File: src/rtl/div_pkg.sv
// Shared definitions for the sequential restoring divider.
package div_pkg;

  localparam int unsigned DIV_N = 4;

  typedef enum logic [1:0] {
    IDLE = 2'd0,
    ITER = 2'd1,
    DONE = 2'd2
  } div_state_e;

  // Bits needed for a step counter that can hold the value n.
  function automatic int unsigned step_cnt_width(input int unsigned n);
    return $clog2(n + 1);
  endfunction

endpackage

File: src/rtl/div_data_path.sv
// Restoring-division datapath: R/Q/D registers, ripple subtractor and restore mux.
module div_data_path
  import div_pkg::*;
#(
  parameter int unsigned N = DIV_N
) (
  input  logic         clk,
  input  logic         clr,
  input  logic         load,
  input  logic         step,
  input  logic [N-1:0] dividend,
  input  logic [N-1:0] divisor,
  output logic [N-1:0] q_next,
  output logic [N-1:0] rem_next
);

  logic [N:0]   r_q, r_d;
  logic [N-1:0] q_q, q_d;
  logic [N-1:0] d_q, d_d;

  logic [N:0]   r_sh;
  logic [N:0]   sub_b;
  logic [N:0]   trial;
  logic [N:0]   r_next;
  logic         borrow;

  // R never exceeds the divisor, so its MSB is always 0 and drops out of the shift.
  always_comb begin
    r_sh  = (r_q << 1) | {{N{1'b0}}, q_q[N-1]};
    sub_b = {1'b0, d_q};
  end

  always_comb begin : ripple_sub
    logic bw;
    bw    = 1'b0;
    trial = '0;
    for (int unsigned i = 0; i <= N; i++) begin
      trial[i] = r_sh[i] ^ sub_b[i] ^ bw;
      bw       = (~r_sh[i] & sub_b[i]) | (~(r_sh[i] ^ sub_b[i]) & bw);
    end
    borrow = bw;
  end

  always_comb begin
    r_next   = borrow ? r_sh : trial;
    q_next   = {q_q[N-2:0], ~borrow};
    rem_next = r_next[N-1:0];
  end

  always_comb begin
    r_d = r_q;
    q_d = q_q;
    d_d = d_q;
    if (load) begin
      r_d = '0;
      q_d = dividend;
      d_d = divisor;
    end else if (step) begin
      r_d = r_next;
      q_d = q_next;
    end
  end

  always_ff @(posedge clk or negedge clr) begin
    if (!clr) begin
      r_q <= '0;
      q_q <= '0;
      d_q <= '0;
    end else begin
      r_q <= r_d;
      q_q <= q_d;
      d_q <= d_d;
    end
  end

endmodule

File: src/rtl/seq_divider.sv
// Sequential unsigned divider: FSM, step counter and result registers around div_data_path.
module seq_divider
  import div_pkg::*;
#(
  parameter int unsigned N = DIV_N
) (
  input  logic         clk,
  input  logic         clr,
  input  logic         start,
  input  logic [N-1:0] dividend,
  input  logic [N-1:0] divisor,
  output logic [N-1:0] quotient,
  output logic [N-1:0] remainder,
  output logic         busy,
  output logic         done,
  output logic         div_by_zero
);

  localparam int unsigned CW = step_cnt_width(N);

  div_state_e   state_q, state_d;
  logic [CW-1:0] cnt_q, cnt_d;
  logic [N-1:0] quot_q, quot_d;
  logic [N-1:0] rem_q, rem_d;
  logic         dbz_q, dbz_d;
  logic         armed_q, armed_d;

  logic         dp_load;
  logic         dp_step;
  logic [N-1:0] q_next;
  logic [N-1:0] rem_next;

  div_data_path #(.N(N)) u_data_path (
    .clk      (clk),
    .clr      (clr),
    .load     (dp_load),
    .step     (dp_step),
    .dividend (dividend),
    .divisor  (divisor),
    .q_next   (q_next),
    .rem_next (rem_next)
  );

  // armed_q stays low for the first edge after reset release so a start
  // presented across the release is never accepted.
  always_comb begin
    state_d = state_q;
    cnt_d   = cnt_q;
    quot_d  = quot_q;
    rem_d   = rem_q;
    dbz_d   = dbz_q;
    armed_d = 1'b1;
    dp_load = 1'b0;
    dp_step = 1'b0;
    case (state_q)
      IDLE: begin
        if (start && armed_q) begin
          if (divisor == '0) begin
            quot_d  = '1;
            rem_d   = dividend;
            dbz_d   = 1'b1;
            state_d = DONE;
          end else begin
            dp_load = 1'b1;
            cnt_d   = '0;
            dbz_d   = 1'b0;
            state_d = ITER;
          end
        end
      end
      ITER: begin
        dp_step = 1'b1;
        cnt_d   = cnt_q + CW'(1);
        if (cnt_q == CW'(N - 1)) begin
          quot_d  = q_next;
          rem_d   = rem_next;
          state_d = DONE;
        end
      end
      DONE: begin
        state_d = IDLE;
      end
      default: begin
        state_d = IDLE;
      end
    endcase
  end

  always_ff @(posedge clk or negedge clr) begin
    if (!clr) begin
      state_q <= IDLE;
      cnt_q   <= '0;
      quot_q  <= '0;
      rem_q   <= '0;
      dbz_q   <= 1'b0;
      armed_q <= 1'b0;
    end else begin
      state_q <= state_d;
      cnt_q   <= cnt_d;
      quot_q  <= quot_d;
      rem_q   <= rem_d;
      dbz_q   <= dbz_d;
      armed_q <= armed_d;
    end
  end

  always_comb begin
    quotient    = quot_q;
    remainder   = rem_q;
    div_by_zero = dbz_q;
    busy        = (state_q != IDLE);
    done        = (state_q == DONE);
  end

endmodule

File: config.mk
export PLATFORM = sky130hd
export DESIGN_NAME = seq_divider
export DESIGN_NICKNAME = d
export VERILOG_FILES = /design/src/rtl/div_pkg.sv /design/src/rtl/div_data_path.sv /design/src/rtl/seq_divider.sv
export SDC_FILE = /design/constraint.sdc
export NUM_CORES = 1
export LEC_CHECK = 0
export BUFFER_PORTS_ARGS = -buffer_cell sky130_fd_sc_hd__buf_4
export CAP_MARGIN = 25
export CELL_PAD_IN_SITES_DETAIL_PLACEMENT = 1
export CELL_PAD_IN_SITES_GLOBAL_PLACEMENT = 2
export CORE_MARGIN = 8
export CORE_UTILIZATION = 36
export DETAILED_ROUTE_END_ITERATION = 16
export HOLD_SLACK_MARGIN = 0.08
export MAX_ROUTING_LAYER = met4
export PLACE_DENSITY = 0.77
export SETUP_SLACK_MARGIN = 0.2
export SLEW_MARGIN = 30
export SYNTH_ARGS = -nofsm -noshare
export SYNTH_HDL_FRONTEND = slang
export SYNTH_HIERARCHICAL = 1
export SYNTH_SLANG_ARGS = --single-unit
File: constraint.sdc
create_clock -name clk -period 3.7 [get_ports clk]
set_input_delay 0.185 -clock clk [delete_from_list [all_inputs] [get_ports clk]]
set_output_delay 0.185 -clock clk [all_outputs]
set_load 0.02 [all_outputs]
---- Word-level counts from Yosys, hierarchy flattened ----
Index checks and enable logic that the tools add are counted.
cells by class
  $add $sub $neg .......................... 1
  equality and inequality tests ........... 7
  mux-type cells .......................... 25
  bitwise logic cells ..................... 28
  reductions and logical operators ........ 10
operators with widths
  kind                 count
  $mux 4               11
  $pmux 4 s2           2
  $not 1->1            9
  $and 1x1->1          8
  $ne 2x2->1 const B   4
  $xor 1x1->1          7
  $mux 2               3
  $mux 3               2
  $pmux 3 s2           1
  $reduce_bool 2->1    3
  $mux 1               5
  $or 5x1->5           1
  $logic_not 4->1      1
  $pmux 2 s2           1
  $reduce_and 2->1     2
  $reduce_and 4->1     1
  $add 3x1->3 const B  1
  $eq 3x2->1 const B   1
  $or 1x1->1           3
  $reduce_and 3->1     1
  $eq 2x1->1 const B   1
  $eq 2x2->1 const B   1
  $logic_not 2->1      1
  $logic_and 1x1->1    1
storage, ports and cells
  register bits ........................... 27
  bits of input ports ..................... 11
  output and inout bits ................... 11
  word-level logic and storage cells ...... 80

---- Logic depth before layout (Yosys ltp) ----
  depth after elaboration ................. 13
  gate-level depth with buffers ........... 13

---- Modules after synthesis ----
The synthesis kept the hierarchy.
by module, submodules not included
  module         times used  cells an instance  area an instance (um^2)
  seq_divider    1           60                 725.7
  div_data_path  1           68                 695.7

---- Least setup slack after synthesis ----
OpenSTA, ideal clock, no wires.
  path type ............................... reg-to-reg
  from .................................... register u_data_path.q_q[3]
  to ...................................... register rem_q[2] (netlist: remainder[2])
  arrival ................................. 2.570 ns
  required time ........................... 3.575 ns
  path slack .............................. 1.005 ns
  cell stages (with the launch flop) ...... 13
  period minus slack after synthesis ...... 2.695 ns
  cells stage by stage .................... dfrtp_1 -> inv_1 -> ha_1 -> inv_1 -> fa_1 -> fa_1 -> inv_1 -> fa_1 -> nand2b_4 -> buf_6 -> mux2_4 -> mux2_2 -> mux2_4
on the way
  longest elaborated chain between the ends .. 13
  elaborated cells between the ends (all ways) .. 14
  classes of those cells .................. 3 x mux; 11 x bitwise
ends and longest elaborated chain
  element                       RTL line             text
  from (decl)                   div_data_path.sv:18  logic [N-1:0] q_q, q_d;
  from (signal assigned)        div_data_path.sv:71  q_q <= q_d;
  $or 5x1->5 (*)                div_data_path.sv:29  r_sh = (r_q << 1) | {{N{1'b0}}, q_q[N-1]};
  $not 1->1 (*)                 div_data_path.sv:39  bw = (~r_sh[i] & sub_b[i]) | (~(r_sh[i] ^ sub_b[i]) & bw);
  $and 1x1->1 (*) (2 in a row)  div_data_path.sv:39
  $or 1x1->1 (*)                div_data_path.sv:39
  $and 1x1->1                   div_data_path.sv:39
  $or 1x1->1                    div_data_path.sv:39
  $and 1x1->1                   div_data_path.sv:39
  $or 1x1->1                    div_data_path.sv:39
  $and 1x1->1                   div_data_path.sv:39
  $mux 4 (*)                    div_data_path.sv:45  r_next = borrow ? r_sh : trial;
  via rem_next[2]               seq_divider.sv:31    logic [N-1:0] rem_next;
  $mux 4 (*)                    seq_divider.sv:74    if (cnt_q == CW'(N - 1)) begin
  $pmux 4 s2 (*)                seq_divider.sv:55    case (state_q)
  to (signal assigned)          seq_divider.sv:101   rem_q <= rem_d;
  to (decl)                     seq_divider.sv:24    logic [N-1:0] rem_q, rem_d;
Mark *: on every way through the listed nets, which the timed path passes. The rest lies on a longest branch. The select of a mux whose other input is x is not followed.
A chain may end at the register's enable or synchronous reset.

---- Final worst setup path ----
Same ends and word-level chain as after synthesis.

==> reports/metrics.cfg <==
[clock_network]
insertion_delay_ns=0.27
cts_sinks=27
cts_tree=built
postCtsHoldBufs=1
root_buffer=clkbuf_8
clockBufferDepth=2
h-tree-depth=1
postCtsSetupBuffers=0
clk_pin_slew_ns=0.09
cts_resized=0
cts_buffers=3

[critical_path]
endpoint_kind=flop
path_max_fanout=11
cp-start-kind=flop
critPathRequiredTime_ns=3.86
worstPathArrival_ns=2.95
worstSetupPathType=reg -> reg
worstPathCellList=inv_1 -> ha_1 -> inv_1 -> fa_1 -> fa_1 -> inv_1 -> fa_1 -> nand2b_4 -> mux2_4 -> mux2_2 -> mux2_4
slowest_delay_ns=0.40
slowest_stage=dfrtp_1

[logic_synthesis]
yosys_most_used_dff=dfrtp_1
synth_edf_count=0
ys_ff_latch=27
synth_xor_area_share_pct=0
synth_top_family_by_area=multiplexers
synth_compound_area_share_pct=11.5
synth_cells=128
synth_simple_gate_area_share_pct=13.0
yosysTopAreaCell=dfrtp_1
synth_area_mm2=0.00142
synth-async-reset-ratio_pct=100
synth_cell_type_count=33
synthAdderAreaFrac_pct=6.87
syn_nets=145
yosysSeqAreaShare_pct=47.5
synth_warnings=6
synth_top_area_share_pct=47.5
post_synth_mux_area_share_pct=14.3
synth_area_leaders=dfrtp_1, mux2_2, mux2_4, fa_1, mux2i_1
avgSynthCellArea_um2=11.1

[route]
drc=0
drt-vias-per-instance=5.03
drt-total-wl_um=3050
wl_met1_um=1470
vias=995
wl_per_cell_um=15.4
wl_met2_um=1400
ant_nets=0
routed-wl-met3_um=140
drtIter0Drc=68
drtPass1Iterations=4
top_layer_used=met4

[sta]
fin_crit_sh_pct=75.3
whs_ns=0.133
finalSetupViolations=0
final_max_slew_viol_count=0
finalSetupTns_ns=0
skew_ns=0.00519
hold_violations=0
min_period_ns=2.79
max_freq_ghz=0.359
rsz0062_at_grt=no

[place]
gp_congestion=0.782
dp_hpwl_um=2390
postPlaceCellArea_mm2=0.00160
io_buffers=21

[die]
rows=23
start_util_pct=36.6
die-height_um=78.8
die_area_mm2=0.00621
die_x_um=78.8
io_pins=22
coreArea_mm2=0.00388

[cells_and_area]
multi_input_area_um2=654
layout_commonest_cell=dfrtp_1
drive_gt1_share_pct=29.7
seq_area_um2=676
final_cell_mix=dfrtp_1, buf_4, nor2_1, nand2_1, inv_1
fillCellCount=444
design_area_mm2=0.00165
antenna_cells=0
final_net_count=166
area_delta_synth_final_pct=16.4

[grt]
grtUsageTotal_pct=11.3
first_global_vias=1124
antenna_found_initial=0
gr-total-overflow=0
grt_max_degree=28
grt_pass1_wl_um=5440

[job]
maxCapViolCount=0

[pwr]
power_density_mw_per_mm2=938
leakage_uw=0.000761
peakVddDrop_v=0.000306

[status]
status=finished, final reports clean

[worst_hold_path]
hold_path_class=in -> reg

power breakdown:
part	internal, uW	leakage [uW]	switching [uW]
clock	77.2	0.0000228	91.3
combinational	426	0.000421	434
sequential	430	0.000318	93.3
flip-flops by register name (all words and copies together), names as in the netlist, 2 cells and up:
name             count
remainder            4
u_data_path/q_q      4
state_q              2
u_data_path/d_q      4
quotient             4
u_data_path/r_q      4
cnt_q                3
path summary, 6_finish.rpt:
| path | start | to | slack, ns | cells after the start |
|---|---|---|---|---|
| max reg2reg | u_data_path/q_q[3]$_DFFE_PN0P_ | remainder[2]$_DFFE_PN0P_ | 0.91 | 11 |
| max | u_data_path/q_q[3]$_DFFE_PN0P_ | remainder[2]$_DFFE_PN0P_ | 0.91 | 11 |
| max in group asynchronous | clr | armed_q$_DFF_PN0_ | 3.08 | 2 |
| min | dividend[0] | u_data_path/q_q[0]$_DFFE_PN0P_ | 0.13 | 3 |
| min reg2reg | div_by_zero$_DFFE_PN0P_ | div_by_zero$_DFFE_PN0P_ | 0.50 | 1 |
| min in group asynchronous | clr | u_data_path/d_q[3]$_DFFE_PN0P_ | 0.35 | 2 |
per-stage QoR:
| step | utilization [%] | power, uW | setup slack (ns) | std cells |
|---|---|---|---|---|
| 2_1_floorplan | - | 1190 | 1.01 | 128 |
| 5_1_grt | 42.6 | 1700 | 0.783 | 198 |
| 4_1_cts | 42.6 | 1570 | 0.903 | 198 |
| 3_5_place_dp | 41.2 | 1400 | 0.910 | 193 |
| 6_report | 42.6 | 1550 | 0.912 | 198 |
| 3_3_place_gp | 41.2 | 1370 | 1.02 | 193 |
worst max-delay path: cells and delay by family (launching register included):
family,cells,cell delay [ns]
buffers and inverters,3,0.21
muxes,3,0.83
and+or+nand+nor,1,0.12
DFF,1,0.40
adders and majority gates,4,1.11
area by class of cell:
| class | count | area share, % |
|---|---|---|
| clock buffer | 4 | 2.72 |
| inverter | 11 | 2.50 |
| timing repair buffer | 23 | 10.6 |
| sequential | 27 | 40.8 |
| multi-input combinational | 83 | 39.6 |
| tap | 50 | 3.78 |
cell families (layout without fill, tap and decap cells):
family / count (synthesis) / after routing
flops: 27 / 27
simple gates: 36 / 36
mux: 17 / 17
compound gates: 23 / 23
buf+inv: 18 / 38
other cells: 1 / 1
fa+ha+maj: 6 / 6
per-layer routing:
metal	vias to the layer above	global-route usage [%]
met4	0	3.89
met3	4	2.71
li1	472	-
met2	16	17.1
met5	-	-
met1	503	14.4
synthesized netlist by cell type (all sizes together), types with 2 or more instances:
cell type,number
inv,11
o21ai,7
a31oi,2
a21oi,3
nor2,13
mux2,12
mux2i,5
a2bb2oi,4
fa,3
ha,3
nor3,2
buf,6
nand2b,2
nand2,13
dfrtp,27
o22ai,2
o21a,2
Note: power is estimated with default switching activity, not from simulation.
